## src/rtl/xif_copro_pkg.sv

```systemverilog
// Shared types and constants for the coprocessor memory interface.
// Holds the ID width, the responder FSM states and the exception codes.
package xif_copro_pkg;

  localparam int unsigned X_ID_WIDTH = 4;

  localparam logic [5:0] EXC_LOAD_FAULT  = 6'd5;
  localparam logic [5:0] EXC_STORE_FAULT = 6'd7;

  typedef enum logic {
    IDLE = 1'b0,
    REQ  = 1'b1
  } xif_mem_state_e;

  function automatic logic [5:0] be_fault_code(input logic we);
    return we ? EXC_STORE_FAULT : EXC_LOAD_FAULT;
  endfunction

endpackage

```

## src/rtl/xif_mem_id_fifo.sv

```systemverilog
// Small FIFO holding instruction IDs of granted OBI transactions.
// Pointers wrap modulo DEPTH, so any depth works, not just powers of two.
module xif_mem_id_fifo #(
  parameter int unsigned DEPTH = 2,
  parameter int unsigned WIDTH = 4
) (
  input  logic             clk_i,
  input  logic             rst_i,
  input  logic             push_i,
  input  logic [WIDTH-1:0] push_data_i,
  input  logic             pop_i,
  output logic [WIDTH-1:0] pop_data_o,
  output logic             full_o,
  output logic             empty_o
);

  localparam int unsigned PW = (DEPTH > 1) ? $clog2(DEPTH) : 1;
  localparam int unsigned CW = $clog2(DEPTH + 1);

  logic [WIDTH-1:0] mem_q [DEPTH];
  logic [PW-1:0]    wr_ptr_q, rd_ptr_q;
  logic [CW-1:0]    cnt_q;
  logic             do_push, do_pop;

  function automatic logic [PW-1:0] ptr_inc(input logic [PW-1:0] p);
    return (p == PW'(DEPTH - 1)) ? '0 : p + PW'(1);
  endfunction

  assign empty_o    = (cnt_q == '0);
  assign full_o     = (cnt_q == CW'(DEPTH));
  assign do_pop     = pop_i && !empty_o;
  // A push into a full FIFO is only legal when the same cycle frees a slot.
  assign do_push    = push_i && (!full_o || do_pop);
  assign pop_data_o = mem_q[rd_ptr_q];

  always_ff @(posedge clk_i) begin
    if (rst_i) begin
      wr_ptr_q <= '0;
      rd_ptr_q <= '0;
      cnt_q    <= '0;
    end else begin
      if (do_push) wr_ptr_q <= ptr_inc(wr_ptr_q);
      if (do_pop)  rd_ptr_q <= ptr_inc(rd_ptr_q);
      if (do_push && !do_pop)      cnt_q <= cnt_q + CW'(1);
      else if (do_pop && !do_push) cnt_q <= cnt_q - CW'(1);
    end
  end

  always_ff @(posedge clk_i) begin
    if (do_push) mem_q[wr_ptr_q] <= push_data_i;
  end

endmodule

```

## src/rtl/xif_mem_responder.sv

```systemverilog
// Bridges coprocessor memory requests onto an OBI data port and returns
// results in grant order; requests with no byte enables are rejected.
module xif_mem_responder
  import xif_copro_pkg::*;
#(
  parameter int unsigned MAX_OUTSTANDING = 2
) (
  input  logic                  clk_i,
  input  logic                  rst_i,
  input  logic                  mem_valid_i,
  output logic                  mem_ready_o,
  input  logic [X_ID_WIDTH-1:0] mem_req_id_i,
  input  logic [31:0]           mem_req_addr_i,
  input  logic                  mem_req_we_i,
  input  logic [3:0]            mem_req_be_i,
  input  logic [31:0]           mem_req_wdata_i,
  output logic                  mem_resp_exc_o,
  output logic [5:0]            mem_resp_exccode_o,
  output logic                  data_req_o,
  output logic                  data_we_o,
  output logic [31:0]           data_addr_o,
  output logic [3:0]            data_be_o,
  output logic [31:0]           data_wdata_o,
  input  logic                  data_gnt_i,
  input  logic                  data_rvalid_i,
  input  logic                  data_err_i,
  input  logic [31:0]           data_rdata_i,
  output logic                  mem_result_valid_o,
  output logic [X_ID_WIDTH-1:0] mem_result_id_o,
  output logic [31:0]           mem_result_rdata_o,
  output logic                  mem_result_err_o
);

  localparam int unsigned CW = $clog2(MAX_OUTSTANDING + 1);
  localparam int unsigned PW = (MAX_OUTSTANDING > 1) ? $clog2(MAX_OUTSTANDING) : 1;

  xif_mem_state_e        state_q, state_d;
  logic [CW-1:0]         count_q;
  logic [X_ID_WIDTH-1:0] id_q;
  logic [31:0]           addr_q, wdata_q;
  logic [3:0]            be_q;
  logic                  we_q;

  logic                  can_accept, hs, be_fault, grant, resp_pop;
  logic                  fifo_full, fifo_empty;
  logic [X_ID_WIDTH-1:0] pop_id;

  logic                  res_valid_q, res_err_q;
  logic [X_ID_WIDTH-1:0] res_id_q;
  logic [31:0]           res_rdata_q;

  // Store flags ride alongside the ID FIFO so store results read back as zero.
  logic                  st_flag_q [MAX_OUTSTANDING];
  logic [PW-1:0]         st_wr_q, st_rd_q;

  function automatic logic [PW-1:0] ptr_inc(input logic [PW-1:0] p);
    return (p == PW'(MAX_OUTSTANDING - 1)) ? '0 : p + PW'(1);
  endfunction

  assign can_accept = !rst_i && (state_q == IDLE) &&
                      (count_q < CW'(MAX_OUTSTANDING)) && !fifo_full;
  assign hs         = mem_valid_i && can_accept;
  assign be_fault   = (mem_req_be_i == '0);
  assign grant      = (state_q == REQ) && data_gnt_i;
  assign resp_pop   = data_rvalid_i && !fifo_empty;

  always_comb begin
    state_d            = state_q;
    mem_resp_exc_o     = 1'b0;
    mem_resp_exccode_o = '0;
    unique case (state_q)
      IDLE: begin
        if (hs) begin
          if (be_fault) begin
            mem_resp_exc_o     = 1'b1;
            mem_resp_exccode_o = be_fault_code(mem_req_we_i);
          end else begin
            state_d = REQ;
          end
        end
      end
      REQ: begin
        if (data_gnt_i) state_d = IDLE;
      end
      default: state_d = IDLE;
    endcase
  end

  always_ff @(posedge clk_i) begin
    if (rst_i) begin
      state_q     <= IDLE;
      count_q     <= '0;
      id_q        <= '0;
      addr_q      <= '0;
      wdata_q     <= '0;
      be_q        <= '0;
      we_q        <= 1'b0;
      st_wr_q     <= '0;
      st_rd_q     <= '0;
      res_valid_q <= 1'b0;
      res_id_q    <= '0;
      res_rdata_q <= '0;
      res_err_q   <= 1'b0;
    end else begin
      state_q <= state_d;
      if (hs && !be_fault) begin
        id_q    <= mem_req_id_i;
        addr_q  <= mem_req_addr_i;
        wdata_q <= mem_req_wdata_i;
        be_q    <= mem_req_be_i;
        we_q    <= mem_req_we_i;
      end
      if (grant && !resp_pop)      count_q <= count_q + CW'(1);
      else if (resp_pop && !grant) count_q <= count_q - CW'(1);
      if (grant)    st_wr_q <= ptr_inc(st_wr_q);
      if (resp_pop) st_rd_q <= ptr_inc(st_rd_q);

      res_valid_q <= resp_pop;
      if (resp_pop) begin
        res_id_q    <= pop_id;
        res_rdata_q <= st_flag_q[st_rd_q] ? '0 : data_rdata_i;
        res_err_q   <= data_err_i;
      end else begin
        res_id_q    <= '0;
        res_rdata_q <= '0;
        res_err_q   <= 1'b0;
      end
    end
  end

  always_ff @(posedge clk_i) begin
    if (grant) st_flag_q[st_wr_q] <= we_q;
  end

  xif_mem_id_fifo #(
    .DEPTH(MAX_OUTSTANDING),
    .WIDTH(X_ID_WIDTH)
  ) u_id_fifo (
    .clk_i      (clk_i),
    .rst_i      (rst_i),
    .push_i     (grant),
    .push_data_i(id_q),
    .pop_i      (data_rvalid_i),
    .pop_data_o (pop_id),
    .full_o     (fifo_full),
    .empty_o    (fifo_empty)
  );

  assign mem_ready_o        = can_accept;
  assign data_req_o         = !rst_i && (state_q == REQ);
  assign data_we_o          = we_q;
  assign data_addr_o        = addr_q;
  assign data_be_o          = be_q;
  assign data_wdata_o       = wdata_q;
  assign mem_result_valid_o = res_valid_q;
  assign mem_result_id_o    = res_id_q;
  assign mem_result_rdata_o = res_rdata_q;
  assign mem_result_err_o   = res_err_q;

endmodule

```

## config.mk

```make
export PLATFORM = sky130hd
export DESIGN_NAME = xif_mem_responder
export DESIGN_NICKNAME = d
export VERILOG_FILES = /design/src/rtl/xif_copro_pkg.sv /design/src/rtl/xif_mem_id_fifo.sv /design/src/rtl/xif_mem_responder.sv
export SDC_FILE = /design/constraint.sdc
export NUM_CORES = 1
export LEC_CHECK = 0
export ABC_CLOCK_PERIOD_IN_PS = 5400
export BUFFER_PORTS_ARGS = -buffer_cell sky130_fd_sc_hd__buf_2
export CELL_PAD_IN_SITES_DETAIL_PLACEMENT = 1
export CELL_PAD_IN_SITES_GLOBAL_PLACEMENT = 1
export CORE_MARGIN = 2
export CORE_UTILIZATION = 30
export CTS_CLUSTER_SIZE = 20
export DETAILED_ROUTE_END_ITERATION = 8
export PLACE_DENSITY = 0.69
export RECOVER_POWER = 50
export SLEW_MARGIN = 0
export SYNTH_ARGS = -nofsm -noshare
export SYNTH_HDL_FRONTEND = slang
export SYNTH_SLANG_ARGS = --single-unit
```

## constraint.sdc

```tcl
create_clock -name clk_i -period 5.4 [get_ports clk_i]
set_clock_uncertainty 0.1 [all_clocks]
set_input_delay 0.81 -clock clk_i [delete_from_list [all_inputs] [get_ports clk_i]]
set_output_delay 0.81 -clock clk_i [all_outputs]
set_load 0.01 [all_outputs]
```

# Yosys cells after proc, flatten, opt, wreduce, memory -nomap -nowiden
# Memories as Yosys holds them, arrays and structs flattened. A register that Yosys moved wholly into a read port is not among the register bits.
# Cells that the tools add are included.
# word_totals
output_inout_bits	116
ramBits	10
mem_count	2
wordCells	81
input_bits	111
reg_bits	116
# memory_table
name	words	width	rd	rd_clocked_by_memory_dff	write_ports	line	text
u_id_fifo.mem_q	2	4	1	1	1	xif_mem_id_fifo.sv:20	logic [WIDTH-1:0] mem_q [DEPTH];
st_flag_q	2	1	1	1	1	xif_mem_responder.sv:53	logic st_flag_q [MAX_OUTSTANDING];
# classes
n_eq_ne	1
n_reduce_logical	27
bitwise	2
order_cmp	1
n_mux	25
n_addsub	8
# op_table
op	n
1-bit two-way mux	16
1-bit logical AND	13
2-bit two-way mux	5
1-bit logical NOT	7
3-bit two-way mux	2
6-bit two-way mux	1
1-bit adder (second input constant)	4
2-bit by 1-bit adder with 2-bit output (second input constant)	2
4-bit logical NOT	1
2-bit nonzero test	2
2-bit by 1-bit subtractor with 2-bit output (second input constant)	2
3-bit OR reduction	1
2-bit equality test (second input constant)	1
2-bit logical NOT	1
2-bit less-than comparator (second input constant)	1
1-bit inverter	2
1-bit case mux with 2 select lines	1
2-bit OR reduction	1
1-bit logical OR	1

# Depth between registers and ports, before layout
# Gate-level depths: netlist of run 1.
# depth
word_depth	9
ltp_mapped	6
ltp_nobuf	6

# Modules after synthesis
# Synthesis of run 1 repeated with hierarchy kept, for this count alone.
# hier_totals
cells_unflattened	393
area_unflattened_um2	4758.3
# modules_own_cells
mod	area_each_um2	cells_each	seq_area_each_um2	n_inst
xif_mem_responder	4240.3	356	2402.3	1
xif_mem_id_fifo	518.0	37	340.3	1

# Worst setup path before layout of run 1
# Ideal clock, no wire load.
# synth_path
kind	input -> output
from	input port mem_req_be_i[3]
to	output port mem_resp_exccode_o[1]
slack_ns	2.412
required_ns	4.490
n_path_buf	0
arrival_time_ns	2.078
cell_stages	3
path_cell_list	or4_4 -> nor3b_1 -> and2_1
# synth_via
elab_chain_len	4
# synth_rtl
element	line	text
start: declaration	xif_mem_responder.sv:15	input logic [3:0] mem_req_be_i,
4-bit logical NOT	xif_mem_responder.sv:63	assign be_fault = (mem_req_be_i == '0);
3-bit two-way mux	xif_mem_responder.sv:74	if (be_fault) begin
3-bit two-way mux	xif_mem_responder.sv:73	if (hs) begin
6-bit two-way mux	xif_mem_responder.sv:71	unique case (state_q)
end: declaration	xif_mem_responder.sv:18	output logic [5:0] mem_resp_exccode_o,
# Every way passes these cells.

# Final worst setup path of run 1
# Same ends and word-level chain as after synthesis.

==> flow_summary.ini, run 1 <==
[worst_setup_path]
critPathCaptureType = primary output
worst_setup_path_start_kind = primary input
r2r_slack_ns = 2.66
crit_type = in -> out
worstPathArrival_ns = 2.40
cpMostUsedCell = buf_2
slowest_stage = or4_4
cp_cell_sequence = buf_2, or4_4, nor3b_1, and2_1, buf_2
cp_max_fo = 4
path_buf_inv = 2
cp.required_ns = 4.49
crit_path_max_incr_delay_ns = 0.57
critical_path.top_delay_family = simple AND/OR/NAND/NOR gates

[floorplanning]
die_y_microns = 133
initial_utilization = 0.305
rows = 47
core_area_sq_mm = 0.0165
pin_count = 227
die_area_sq_mm = 0.0178
die_w_microns = 133

[clock_network]
ctsHoldBuffers = 0
max-clock-path-buffers = 2
cts_tree = done
ctsHtreeMaxLevel = 4
cts_setup_buffers = 0
cts_buffers = 17
clock_latency_ns = 0.41
path_clk_slew_ns = 0.05
cts_resized = 0
cts-root-buf = clkbuf_16
clock-sinks = 131

[placed_design]
io_buffer_count = 223
place.gp.congestion = 0.835
place_ws_ns = 2.03
place_hpwl_microns = 8980

[global_routing]
grt_pass1_vias = 3776
grt_max_degree = 88
track_usage = 0.143
antenna_found_initial = 1
grt-ovfl-total = 0
grt_pass1_wl_microns = 19600

[power]
peakVddDrop_v = 0.000234
p_leak_nw = 3.02
pwr_density_cell_mw_per_mm2 = 449
power.total_mw = 2.99

[routing]
wirelength_microns = 12500
viasPerCell = 4.18
first_pass_iters = 4
drt_iter0_drc = 51
num_vias = 3538
wl_per_cell_microns = 14.8
route.detailed.drc = 0
drtAntennaViolNets = 0

[sta]
finalSetupViolations = 0
min_period_ns = 3.31
hold_viol = 0
max_freq_mhz = 302
drv_slew = 0
worst_slew_pin_slew_ns = 1.15
setup_slack_ns = 2.09
rsz0062_at_grt = false
fin_crit_sh = 0.612
setup_tns_ns = 0
slew_headroom = 0.234

[final_layout]
final_cell_mix = dfxtp_1, buf_2, clkbuf_1
filler_cell_count = 1893
fin_util = 0.404
fin_nets = 725
syn_to_final_growth_pct = 32.7
layout-drive-gt1-share = 0.336

[min_path]
hp-class = reg -> reg

[synth]
syn_area_sq_mm = 0.00501
synth_seq_cells = 131
synth_top_area_share = 0.483
syn_inst = 392
postSynthAreaPerCell_sq_um = 12.8
seq_area_frac_synth = 0.543
synth_cell_type_count = 33
yosysWarnings = 0
synth_top_area_cell = dfxtp_1
synthTopCellsByArea = dfxtp_1, mux2_4, nor2b_1

[run]
max-cap-violations = 0

[outcome]
outcome = finished clean
final cells by class:
| cell class | count | area, sq um | share of cell area |
|---|---|---|---|
| inverter | 3 | 11.3 | 0.00169 |
| timing repair buffer | 225 | 1000 | 0.151 |
| clock buffer | 21 | 470 | 0.0707 |
| sequential | 131 | 2720 | 0.409 |
| clock inverter | 11 | 101 | 0.0152 |
| tap | 220 | 275 | 0.0414 |
| multi-input combinational | 234 | 2070 | 0.311 |
| antenna | 1 | 2.50 | 0.000376 |
worst register-to-register path: cells and delay by family, from the launching register on:
family,cells,cell delay (ns)
and+or+nand+nor,2,1.22
buffers and inverters,1,0.59
DFF,1,0.36
muxes,1,0.36
per-stage QoR:
step / instance area (sq um) / instances / hold WS [ns]
final: 6650 / 846 / 0.355
after floorplan: 5020 / 394 / 0.318
after CTS: 6780 / 845 / 0.356
after global routing: 6650 / 846 / 0.378
after global placement: 6210 / 813 / 0.335
after detailed placement: 6210 / 813 / 0.342
registers in the layout (all words and copies together), names as in the netlist, 2 cells and up, named ones only:
register / count
mem_result_id_o: 4
u_id_fifo.cnt_q: 2
data_wdata_o: 32
data_be_o: 4
mem_result_rdata_o: 32
u_id_fifo.mem_q: 8
id_q: 4
data_addr_o: 32
st_flag_q: 2
count_q: 2
synth_stat cells (all sizes together):
| cell | n |
|---|---|
| xnor2 | 1 |
| and2 | 35 |
| o21ai | 4 |
| clkbuf | 9 |
| a2111oi | 1 |
| buf | 17 |
| nor3b | 2 |
| nand2b | 1 |
| dfxtp | 121 |
| nor4 | 1 |
| nand2 | 1 |
| nor4b | 1 |
| a21oi | 4 |
| and3 | 1 |
| or4 | 1 |
| or2 | 1 |
| nor2b | 76 |
| mux2 | 73 |
| ha | 2 |
| edfxtp | 10 |
| mux2i | 4 |
| nor2 | 12 |
| inv | 3 |
| xor2 | 6 |
| nand3b | 1 |
| or3 | 3 |
| conb | 1 |
power breakdown:
group	switching, mW	internal [mW]	leakage (nW)	total, mW
Clock	0.425	0.670	0.280	1.09
Sequential	0.0921	1.15	1.08	1.24
Combinational	0.307	0.342	1.66	0.649
routing by layer:
layer  GRT usage  wire length, microns  vias to the layer above
met3      0.0590                  1060                       14
met5           0                     0                        -
met1       0.158                  5120                     1648
met2       0.244                  6130                      156
met4      0.0585                   214                        0
li1            -                     -                     1720
final timing paths:
kind | start | to | cells past startpoint
setup reg to reg | state_q | data_addr_o[31] | 4
setup / recovery | mem_req_be_i[3] | mem_resp_exccode_o[1] | 5
hold / removal | id_q[1] | u_id_fifo.mem_q[1][1] | 0
hold reg to reg | id_q[1] | u_id_fifo.mem_q[1][1] | 0
cell families after synthesis:
family,count (synthesis),synth area share
multiplexers,77,0.209
AO/OA/AOI/OAI,9,0.0142
AND/OR/NAND/NOR,136,0.167
other,1,0.000748
flip-flops,131,0.543
buffers and inverters,29,0.0482
XOR/XNOR,7,0.0122
adder cells (fa/ha/maj),2,0.00499
Power figures use the tool's default switching activity.
==> run 2, diff against run 1 <==
- ABC_AREA: unset -> 1
- ABC_CLOCK_PERIOD_IN_PS: 5400 -> 2720
- CORE_UTILIZATION: 30 -> 29
- PLACE_DENSITY: 0.69 -> 0.75
- clock period: 5.4 -> 2.72 ns (I/O delays scaled with it)
==> run 2 against run 1 <==
  * Sequential power rose by 88%
  * Utilization fell by 1.1 points
  * Die area up 7.3%
  * Final area grew 5.2%
  * First-iteration DRC count increased to 2.8 times the previous value
  * Wire length rose by 26%
  * Clock-buffer cell count down 2
  * Clock power rose by 120%
  * Highest routed layer is now met5
==> flow_summary.ini, run 2 <==
[outcome]
outcome = finished clean

[routing]
wl_per_cell_microns = 13.7
route.detailed.drc = 0
num_vias = 5011
viasPerCell = 4.35
first_pass_iters = 4
wirelength_microns = 15800
drtAntennaViolNets = 0
drt_iter0_drc = 142

[sta]
hold_viol = 0
worst_slew_pin_slew_ns = 0.826
finalSetupViolations = 0
setup_slack_ns = 0.485
slew_headroom = 0.450
rsz0062_at_grt = false
min_period_ns = 2.24
setup_tns_ns = 0
max_freq_mhz = 447
drv_slew = 0
fin_crit_sh = 0.822

[worst_setup_path]
worstPathArrival_ns = 1.73
slowest_stage = nor2_4
crit_type = reg -> out
cp.required_ns = 2.21
r2r_cells = 5
critPathCaptureType = primary output
worst_setup_path_start_kind = register
cp_cell_sequence = nor2_1, nand2_1, nor2_4, buf_2
cp_max_fo = 19
crit_path_max_incr_delay_ns = 0.44

[placed_design]
place_hpwl_microns = 11100
io_buffer_count = 223
place_ws_ns = 0.795
place.gp.congestion = 0.725

[clock_network]
clock_latency_ns = 0.41
ctsHtreeMaxLevel = 4
cts-root-buf = clkbuf_16
max-clock-path-buffers = 2
path_clk_slew_ns = 0.06
ctsHoldBuffers = 0
clock-sinks = 131
cts_buffers = 17
cts_setup_buffers = 0
cts_resized = 0
cts_tree = done

[synth]
synth_cell_type_count = 24
synth_ff_type = dfxtp_1
syn_inst = 693
synth_seq_cells = 131
syn_area_sq_mm = 0.00521
yosysWarnings = 0
synthTopCellsByArea = dfxtp_1, nor2_1, nand4_1
seq_area_frac_synth = 0.522
synth_top_area_cell = dfxtp_1
synth_top_area_share = 0.465
postSynthAreaPerCell_sq_um = 7.52
post-synth-top-count-cell = nor2_1
synth_edf_count = 10
async_flop_share = 0
synth_commonest_cells = nor2_1, dfxtp_1, inv_1

[floorplanning]
die_y_microns = 138
pin_count = 227
core_area_sq_mm = 0.0178
die_w_microns = 138
initial_utilization = 0.293
rows = 49
die_area_sq_mm = 0.0191

[final_layout]
fin_nets = 1020
layout-drive-gt1-share = 0.190
final_common_cell = nor2_1
final_cell_mix = nor2_1, inv_1, dfxtp_1
syn_to_final_growth_pct = 34.3

[power]
p_leak_nw = 3.48
pwr_density_cell_mw_per_mm2 = 843
peakVddDrop_v = 0.000492

[global_routing]
grt_max_degree = 74
grt_pass1_wl_microns = 25700
track_usage = 0.167
antenna_found_initial = 2
grt-ovfl-total = 0
grt_pass1_vias = 5145

[min_path]
hold_depth = 3
hp-class = in -> reg

[run]
max-cap-violations = 0
[run 2: changes by cell type after synthesis, sizes merged, moves of 7 or more]
| cell | before | now |
|---|---|---|
| nand4 | 0 | 74 |
| nor2b | 76 | 0 |
| mux2 | 73 | 0 |
| buf | 17 | 36 |
| inv | 3 | 123 |
| a21oi | 4 | 11 |
| and2 | 35 | 0 |
| nor2 | 12 | 196 |
| nand2 | 1 | 92 |
[run 2: per-stage QoR]
step,total power [mW],cells,util,hold WS (ns),instance area [sq um]
after floorplan,3.16,695,-,0.326,5220
after global placement,3.63,1117,0.367,0.335,6520
after detailed placement,3.66,1117,0.367,0.346,6520
after CTS,6.05,1149,0.401,0.0838,7130
after global routing,6.26,1149,0.393,0.0907,6990
final,5.90,1151,0.394,0.105,7000
[run 2: area by class of cell]
| cell class | instances | area (sq um) |
|---|---|---|
| repair buffers | 242 | 1170 |
| inverters | 124 | 465 |
| clock buffers | 19 | 464 |
| flip-flops and latches | 131 | 2720 |
| multi-input cells | 391 | 1740 |
| diodes | 2 | 5.00 |
| clock inverters | 13 | 143 |
| fillers | 2310 | 10800 |
| well taps | 229 | 287 |
[run 2: routing by layer]
metal  track usage  vias up  part of all wire
met5             0        -           0.00082
met4        0.0532        2             0.011
met3        0.0537       14             0.065
met2         0.292      149              0.49
met1         0.195     2299              0.44
li1              -     2547                 -
[run 2: path summary, 6_finish.rpt]
check                                        start                      to  slack [ns]
worst min register to register             id_q[3]   u_id_fifo.mem_q[0][3]        0.36
worst max-delay path                       state_q             mem_ready_o        0.48
worst min-delay path              data_rdata_i[10]  mem_result_rdata_o[10]        0.11
worst max register to register  u_id_fifo.cnt_q[0]  mem_result_rdata_o[22]        0.80
[run 2: cell families after synthesis]
| group | Yosys count | share of synthesized area |
|---|---|---|
| other | 1 | 0.000720 |
| adder cells (fa/ha/maj) | 2 | 0.00480 |
| buffers and inverters | 173 | 0.149 |
| flip-flops | 131 | 0.522 |
| AND/OR/NAND/NOR | 365 | 0.301 |
| AO/OA/AOI/OAI | 21 | 0.0221 |
[run 2: power by group]
| group | leakage [nW] | internal (mW) | switching [mW] |
|---|---|---|---|
| combinational | 2.10 | 0.458 | 0.764 |
| sequential | 1.08 | 2.20 | 0.133 |
| clock | 0.292 | 1.44 | 0.907 |
| total | 3.48 | 4.09 | 1.80 |
[run 2: worst max-delay path: cells and delay by family, from the launching register on]
family                 cells  cell delay [ns]
buffers and inverters      1             0.23
DFF                        1             0.34
and+or+nand+nor            3             0.73
==> run 3, diff against run 2 <==
- ABC_AREA: 1 -> 0
- ABC_CLOCK_PERIOD_IN_PS: 2720 -> 1800
- CORE_UTILIZATION: 29 -> 30
- PLACE_DENSITY: 0.75 -> 0.71
- clock period: 2.72 -> 1.8 ns (I/O delays scaled with it)
==> run 3 against run 2 <==
  * The flow now finishes with violations (negative setup slack)
  * Sequential share of layout area down 5.1 points
  * Die area fell by 6.8%
  * Clock power up 45%
  * Largest power group is now sequential cells
  * Register-to-register slack worse by 0.88 ns
  * Critical endpoint is now mem_resp_exccode_o[1]
  * Sequential cell count is the same
  * Combinational power rose by 110%
==> flow_summary.ini, run 3 (synthesis results as in run 1) <==
[outcome]
outcome = complete, but fails checks
violations = negative setup slack

[worst_setup_path]
slowest_stage = dfxtp_2
crit_type = reg -> out
r2r_slack_ns = -0.08
cp.required_ns = 1.43
worstPathArrival_ns = 1.67
cp_max_fo = 2
reg2reg_to = u_id_fifo.cnt_q[1]
worst_setup_path_start_kind = register
cp_cell_sequence = nor4b_2, buf_4, nor3b_4, buf_6, and2_4, buf_6
timing.rr.start = state_q
critical_path.top_delay_family = simple AND/OR/NAND/NOR gates
crit_start = state_q
r2r_cells = 7
cpMostUsedCell = buf_6
critPathCaptureType = primary output
path_buf_inv = 3
crit_path_max_incr_delay_ns = 0.32

[floorplanning]
die_area_sq_mm = 0.0178
initial_utilization = 0.305
die_y_microns = 133
core_area_sq_mm = 0.0165
rows = 47
die_w_microns = 133
pin_count = 227

[global_routing]
grt_pass1_wl_microns = 23600
track_usage = 0.171
grt_max_degree = 41
antenna_found_initial = 2
grt-ovfl-total = 0
grt_pass1_vias = 4590

[min_path]
hp-class = in -> reg
hp-start = mem_req_be_i[2]
hold_depth = 2
hold_end = data_be_o[2]

[clock_network]
max-clock-path-buffers = 2
clock_latency_ns = 0.41
ctsHtreeMaxLevel = 4
cts_tree = done
path_clk_slew_ns = 0.05
cts_buffers = 17
clock-sinks = 131
cts-root-buf = clkbuf_16

[final_layout]
fin_util = 0.491
syn_to_final_growth_pct = 61.1
multi_input_area_sq_mm = 0.00219
regArea_sq_mm = 0.00273
filler_cell_count = 1842
final_cell_mix = buf_2, dfxtp_1, dlygate4sd3_1
layout-drive-gt1-share = 0.380
fin_nets = 846
design_area_sq_mm = 0.00808
final_common_cell = buf_2

[sta]
hold_viol = 0
max_freq_mhz = 491
min_period_ns = 2.04
whs_ns = 0.0262
drv_slew = 0
rsz0062_at_grt = true
fin_crit_sh = 1.13
setup_slack_ns = -0.238
finalSetupViolations = 33

[placed_design]
place_ws_ns = -0.161
place.gp.congestion = 0.831
placed_area_sq_mm = 0.00638
io_buffer_count = 223
place_hpwl_microns = 9390

[power]
peakVddDrop_v = 0.000674
pwr_density_cell_mw_per_mm2 = 1200
p_leak_nw = 3.75

[routing]
viasPerCell = 4.22
num_vias = 4074
first_pass_iters = 4
drtAntennaViolNets = 0
route.detailed.drc = 0
drt_iter0_drc = 109
wirelength_microns = 15500
wl_per_cell_microns = 16.0

[run]
max-cap-violations = 0
-- run 3: power breakdown --
part | internal, mW | leakage (nW) | switching [mW] | total (mW)
Sequential | 3.46 | 1.08 | 0.275 | 3.73
Clock | 2.17 | 0.299 | 1.25 | 3.41
Combinational | 1.44 | 2.37 | 1.08 | 2.52
-- run 3: layout make-up --
cell class              instances  area share
inverters                       3     0.00139
diodes                          1    0.000310
repair buffers                346       0.283
clock buffers                  21      0.0595
clock inverters                10      0.0130
multi-input cells             234       0.271
flip-flops and latches        131       0.338
well taps                     220      0.0341
-- run 3: repair_timing --
action,in CTS,in global routing
pin swaps,2,2
setup endpoints to repair,4,7
buffers inserted,2,3
hold endpoints to repair,101,0
hold buffers,101,0
resized for setup,6,35
-- run 3: worst reg2reg max path: stages, from the launching register on --
cell	delay [ns]
dfxtp_2	0.33
buf_4	0.09
clkbuf_1	0.20
nand2_1	0.18
nor2_2	0.16
ha_1	0.24
or3_1	0.37
a21oi_1	0.14
-- run 3: layer usage --
metal	vias to the layer above	wire (microns)	track usage
met2	170	7950	0.314
met1	1923	6110	0.177
met4	0	358	0.0810
met3	22	1050	0.0537
met5	-	0	0
li1	1959	-	-
-- run 3: stage by stage --
| step | TNS, ns | instances | total power [mW] |
|---|---|---|---|
| global route | -5.77 | 966 | 10.1 |
| floorplan | 0 | 394 | 5.18 |
| global placement | -6.91 | 828 | 5.88 |
| detailed placement | -8.99 | 828 | 5.98 |
| CTS | -0.965 | 962 | 9.62 |
| finish | -1.23 | 966 | 9.67 |
-- run 3: worst max-delay path by stage --
stage	endpoint	slack [ns]	cells after the start
2_1_floorplan	data_addr_o[4]	0.06	5
3_3_place_gp	data_addr_o[8]	-0.13	5
3_5_place_dp	data_wdata_o[29]	-0.16	5
4_1_cts	mem_resp_exccode_o[1]	-0.26	6
5_1_grt	mem_resp_exccode_o[1]	-0.34	6
6_report	mem_resp_exccode_o[1]	-0.24	6
